--- src/rtl/filter_seq.sv ---
// filter_seq: sequencer for a WIN x WIN window filter. For every output pixel
// it loads the address register and image window columns (FETCH), then steps
// the filter load stages (FILT), and walks pixX/pixY across the frame.
// All state updates on the falling edge of clk; rst is async active-low.
// Optional build macro FILTER_SEQ_CONT_EN: free-running frames (last pixel
// goes straight back to FETCH at (0,0)); undefined returns to IDLE and waits
// for start.
//
// state | meaning
// ------+-----------------------------------------------------------------
// IDLE  | waiting for start; all strobes low, busy low
// FETCH | step k = 0..WIN: address load (k<WIN) and window column load (k>=1)
// FILT  | stage s = 0..FSTG-1: filter stage load; last stage completes pixel
module filter_seq #(
  parameter int WIN   = 3,
  parameter int IMG_W = 640,
  parameter int IMG_H = 480,
  parameter int FSTG  = 3,
  localparam int SW = $clog2(WIN + 2),
  localparam int XW = (IMG_W > 1) ? $clog2(IMG_W) : 1,
  localparam int YW = (IMG_H > 1) ? $clog2(IMG_H) : 1
) (
  input  logic          clk,
  input  logic          rst,
  input  logic          start,
  input  logic          stall,
  output logic          ldAddr,
  output logic [SW-1:0] selAddr,
  output logic          ldImage,
  output logic [SW-1:0] selImage,
  output logic          ldFilter,
  output logic [2:0]    selFilter,
  output logic [XW-1:0] pixX,
  output logic [YW-1:0] pixY,
  output logic          busy,
  output logic          done,
  output logic          frameDone
);

  localparam int KW = $clog2(WIN + 1);
  localparam logic [KW-1:0] K_LAST = KW'(WIN);
  localparam logic [2:0]    S_LAST = 3'(FSTG - 1);
  localparam logic [XW-1:0] X_LAST = XW'(IMG_W - 1);
  localparam logic [YW-1:0] Y_LAST = YW'(IMG_H - 1);

  typedef enum logic [1:0] {
    ST_IDLE  = 2'd0,
    ST_FETCH = 2'd1,
    ST_FILT  = 2'd2
  } state_t;

`ifdef FILTER_SEQ_CONT_EN
  localparam state_t ST_WRAP = ST_FETCH;
`else
  localparam state_t ST_WRAP = ST_IDLE;
`endif

  state_t        state, state_nxt;
  logic [KW-1:0] k, k_nxt;
  logic [2:0]    s, s_nxt;
  logic [XW-1:0] pix_x, pix_x_nxt;
  logic [YW-1:0] pix_y, pix_y_nxt;
  logic          last_col, last_row, last_px;

  assign last_col = (pix_x == X_LAST);
  assign last_row = (pix_y == Y_LAST);
  assign last_px  = last_col && last_row;
  assign pixX     = pix_x;
  assign pixY     = pix_y;

  // state, step/stage counters and pixel position registers
  always_ff @(negedge clk or negedge rst) begin
    if (!rst) begin
      state <= ST_IDLE;
      k     <= '0;
      s     <= '0;
      pix_x <= '0;
      pix_y <= '0;
    end else begin
      state <= state_nxt;
      k     <= k_nxt;
      s     <= s_nxt;
      pix_x <= pix_x_nxt;
      pix_y <= pix_y_nxt;
    end
  end

  // next-state: stall freezes everything in FETCH/FILT so the step repeats
  always_comb begin
    state_nxt = state;
    k_nxt     = k;
    s_nxt     = s;
    pix_x_nxt = pix_x;
    pix_y_nxt = pix_y;
    case (state)
      ST_IDLE: begin
        if (start) begin
          state_nxt = ST_FETCH;
          k_nxt     = '0;
          s_nxt     = '0;
          pix_x_nxt = '0;
          pix_y_nxt = '0;
        end
      end
      ST_FETCH: begin
        if (!stall) begin
          if (k == K_LAST) begin
            state_nxt = ST_FILT;
            k_nxt     = '0;
            s_nxt     = '0;
          end else begin
            k_nxt = k + 1'b1;
          end
        end
      end
      ST_FILT: begin
        if (!stall) begin
          if (s == S_LAST) begin
            s_nxt = '0;
            k_nxt = '0;
            if (last_col) begin
              pix_x_nxt = '0;
              pix_y_nxt = last_row ? '0 : pix_y + 1'b1;
            end else begin
              pix_x_nxt = pix_x + 1'b1;
            end
            state_nxt = last_px ? ST_WRAP : ST_FETCH;
          end else begin
            s_nxt = s + 1'b1;
          end
        end
      end
      default: begin
        state_nxt = ST_IDLE;
        k_nxt     = '0;
        s_nxt     = '0;
        pix_x_nxt = '0;
        pix_y_nxt = '0;
      end
    endcase
  end

  // outputs: strobes and selects decoded from state/counters, gated by stall
  always_comb begin
    ldAddr    = 1'b0;
    selAddr   = '0;
    ldImage   = 1'b0;
    selImage  = '0;
    ldFilter  = 1'b0;
    selFilter = '0;
    busy      = 1'b0;
    done      = 1'b0;
    frameDone = 1'b0;
    case (state)
      ST_FETCH: begin
        busy = 1'b1;
        if (!stall) begin
          if (k != K_LAST) begin
            ldAddr  = 1'b1;
            selAddr = SW'(k) + 1'b1;
          end
          if (k != '0) begin
            ldImage  = 1'b1;
            selImage = SW'(k);
          end
        end
      end
      ST_FILT: begin
        busy = 1'b1;
        if (!stall) begin
          ldFilter  = 1'b1;
          selFilter = s + 3'd1;
          if (s == S_LAST) begin
            done      = 1'b1;
            frameDone = last_px;
          end
        end
      end
      default: ;
    endcase
  end

endmodule

--- config.mk ---
export PLATFORM = sky130hd
export DESIGN_NAME = filter_seq
export DESIGN_NICKNAME = d
export VERILOG_FILES = /design/src/rtl/filter_seq.sv
export SDC_FILE = /design/constraint.sdc
export NUM_CORES = 1
export LEC_CHECK = 0
export CORE_ASPECT_RATIO = 1.2
export CORE_MARGIN = 2
export CORE_UTILIZATION = 29
export CTS_BUF_LIST = sky130_fd_sc_hd__clkbuf_8 sky130_fd_sc_hd__clkbuf_16
export CTS_CLUSTER_SIZE = 12
export DETAILED_ROUTE_END_ITERATION = 12
export PLACE_DENSITY_LB_ADDON = 0.1
export SLEW_MARGIN = 25
export SYNTH_ARGS = -nofsm -noshare
export SYNTH_HDL_FRONTEND = slang
export SYNTH_SLANG_ARGS = --single-unit
--- constraint.sdc ---
create_clock -name clk -period 3.3 [get_ports clk]
set_clock_uncertainty 0.15 [all_clocks]
set_input_delay 0.495 -clock clk [delete_from_list [all_inputs] [get_ports clk]]
set_output_delay 0.495 -clock clk [all_outputs]
set_load 0.005 [all_outputs]
==> impl_metrics.yaml <==
status:
  status: "complete, but fails checks"
  violations: "negative setup slack"
worst_hold_path:
  min_path_type: "register to register"
route:
  dr.pass1.iters: 4
  num_vias: 1958
  drc: 0
  wirelength_um: 5620
  drt_iter0_markers: 54
  avgRoutedWirePerCell_um: 14.19
  ant_nets: 0
  viasPerCell: 4.944
global_routing:
  grt_use_total_pct: 17.88
  grt_overflow: 0
  grt_pass1_vias: 1900
  antenna_found_initial: 0
  grt_pass1_wl_um: 9045
  grt_max_degree: 27
synth:
  netlist-cell-type-count: 45
  synth-seq-area-share_pct: 38.21
  synth_top_area_cell: "dfrtn_1"
  async_flop_share_pct: 100.0
  avgSynthCellArea_um2: 8.733
  synth_edf_count: 0
  synth_top_area_share_pct: 38.21
  synth_area_leaders: "dfrtn_1 38%, ha_1 7.3%, o21ai_0 4.4%"
  synth_ff_type: "dfrtn_1"
  synthCells: 195
  synth_area_um2: 1703
  yosys_warnings: 0
  ys_ff_latch: 26
finish:
  nets: 332
  final_area_um2: 3241
  area_growth_pct: 90.30
  final_util_pct: 57.17
  antenna_cells: 0
  drive_gt1_share_pct: 59.49
  fillCellCount: 533
power_and_ir_drop:
  p_leak_nw: 1.493
  powerDensity_nw_per_um2: 657.5
  power.total_mw: 2.131
  ir_drop_uv: 384.2
critical_path:
  crit_path_end_kind: "primary output"
  cp.required_ps: 2650
  critPathBufInv: 1
  reg2reg_slack_ps: 770
  cp_cell_sequence: "ha_4 -> nand2b_4 -> nor2_4 -> nand2_2 -> nor4_4 -> buf_2"
  slowest_stage: "dfrtn_1"
  start_kind: "register"
  cp_data_arrival_time_ps: 3200
  cp_top_family: "flip-flops"
  cp_max_fo: 2
  slowest_delay_ps: 470
  path_class: "register to primary output"
clock_network:
  htreeDepth: 1
  clock-sinks: 26
  numCtsBuffers: 3
  cts_buffer_depth: 2
  cts_tree: "built"
  ctsRootBufferMaster: "clkbuf_8"
  worstSkewPairLatency_ps: 280
  holdBufCountCts: 0
  clk_pin_slew_worst_paths_ps: 60
floorplan:
  core_region_area_um2: 5668
  rows: 30
  die_x_um: 73.95
  io_pins: 38
  die_h_um: 87.94
  start_util_pct: 30.04
  die-area_um2: 6503
timing:
  worstMarginPinSlew_ps: 907.8
  slew_violations: 0
  fin_ws_ps: -548.5
  slew_headroom_pct: 39.48
  hold_viol: 0
  rsz0062_at_grt: "yes"
  setup_viol: 33
  fin_tns_setup_ps: -6622
job:
  cap_viol_max_count: 0
placement:
  dp_hpwl_um: 3672
  place_ws_ps: -939.4
  dpl_cell_area_um2: 2618
  port_buffers: 35
  gp_congestion: 0.8255
[cell families (layout without fill, tap and decap cells)]
kind of cell / after synthesis / in the layout / synth area share (%)
muxes: 4 / 4 / 2.645
adders and majority gates: 10 / 10 / 7.348
buffers and inverters: 22 / 142 / 5.804
and+or+nand+nor: 76 / 76 / 23.37
AOI/OAI and AO/OA: 56 / 56 / 22.41
DFF: 26 / 26 / 38.21
other: 1 / 2 / 0.2202
[routing by layer]
layer	vias to the layer above	wire (um)	global-route usage [%]	part of all wire, %
li1	959	-	-	-
met1	948	2356	22.94	42
met2	45	2993	30.68	53
met3	6	200	2.301	3.6
met4	0	69	6.116	1.2
met5	-	0	0	0
[cells in the mapped netlist, types with 3 or more instances]
master    count
ha_1         10
or3_1         3
dfrtn_1      26
or4_1         4
o31ai_1       5
mux2_2        4
o211ai_1      6
o21ai_0      15
inv_1        13
clkbuf_1      4
nand2_1      19
o311ai_0      3
a21o_1        3
nor2_1       12
nand2b_1      8
a21oi_1       8
a22o_1        3
nor3_1        5
nand3_1      10
[registers in the layout, summed over array words and instances (netlist names)]
| register | count |
|---|---|
| pixX | 10 |
| state | 2 |
| k | 2 |
| s | 3 |
| pixY | 9 |
[power breakdown]
| group | leakage, nW | internal, mW | total, mW | switching, mW |
|---|---|---|---|---|
| clock network | 0.0216 | 0.0819 | 0.185 | 0.103 |
| registers | 0.356 | 0.375 | 0.410 | 0.0349 |
| logic | 1.12 | 0.805 | 1.54 | 0.731 |
| total | 1.49 | 1.26 | 2.13 | 0.869 |
[tightest hold or removal path, stage by stage, from the launching register on]
cell,delay (ps)
dfrtn_1,360
buf_6,130
o21ai_1,120
[stage by stage]
step / std cells / hold slack (ps)
final: 396 / 375.3
after CTS: 397 / 404.1
after global routing: 396 / 401.6
after detailed placement: 363 / 378.2
after global placement: 363 / 373.4
after floorplan: 196 / 269.8
[final timing paths]
check                          from         to  cells past startpoint
setup / recovery           state[1]  frameDone                      6
hold / removal              pixX[0]    pixX[0]                      2
setup reg to reg           state[1]    pixY[0]                      6
hold reg to reg             pixX[0]    pixX[0]                      2
max in group asynchronous       rst    pixX[7]                      2
min in group asynchronous       rst       s[1]                      2
[cell usage in the layout (no fill, tap or decap), types with 3 or more instances in the layout]
cell,instances
nand2b_1,3
a22o_1,3
nand2b_4,5
clkbuf_2,6
nor3_2,3
nand3_1,8
clkbuf_8,3
or3_1,3
dfrtn_1,26
nor2_1,6
o211ai_1,6
or4_1,3
inv_1,9
mux2_4,3
nor2_2,3
inv_2,3
buf_2,11
buf_6,48
ha_1,4
buf_4,57
o31ai_1,4
nand2_2,5
o21ai_2,8
a21oi_1,6
ha_4,5
o21ai_0,5
nand2_1,11
nand2_4,3
a21o_1,3
nor2_4,3
[repair_timing]
action | CTS | global route
pin swaps | 29 | 16
endpoints found under the setup margin | 58 | 47
setup buffers | 32 | 19
resized for setup | 194 | 63
[final cells by class]
| class | instances | area, um^2 | area share (%) |
|---|---|---|---|
| multi-input combinational | 148 | 1285 | 39.65 |
| timing repair buffer | 126 | 1112 | 34.32 |
| sequential | 26 | 650.6 | 20.08 |
| tap | 80 | 100.1 | 3.089 |
| inverter | 13 | 51.30 | 1.583 |
| clock buffer | 3 | 41.29 | 1.274 |
Note: power is estimated with default switching activity, not from simulation.
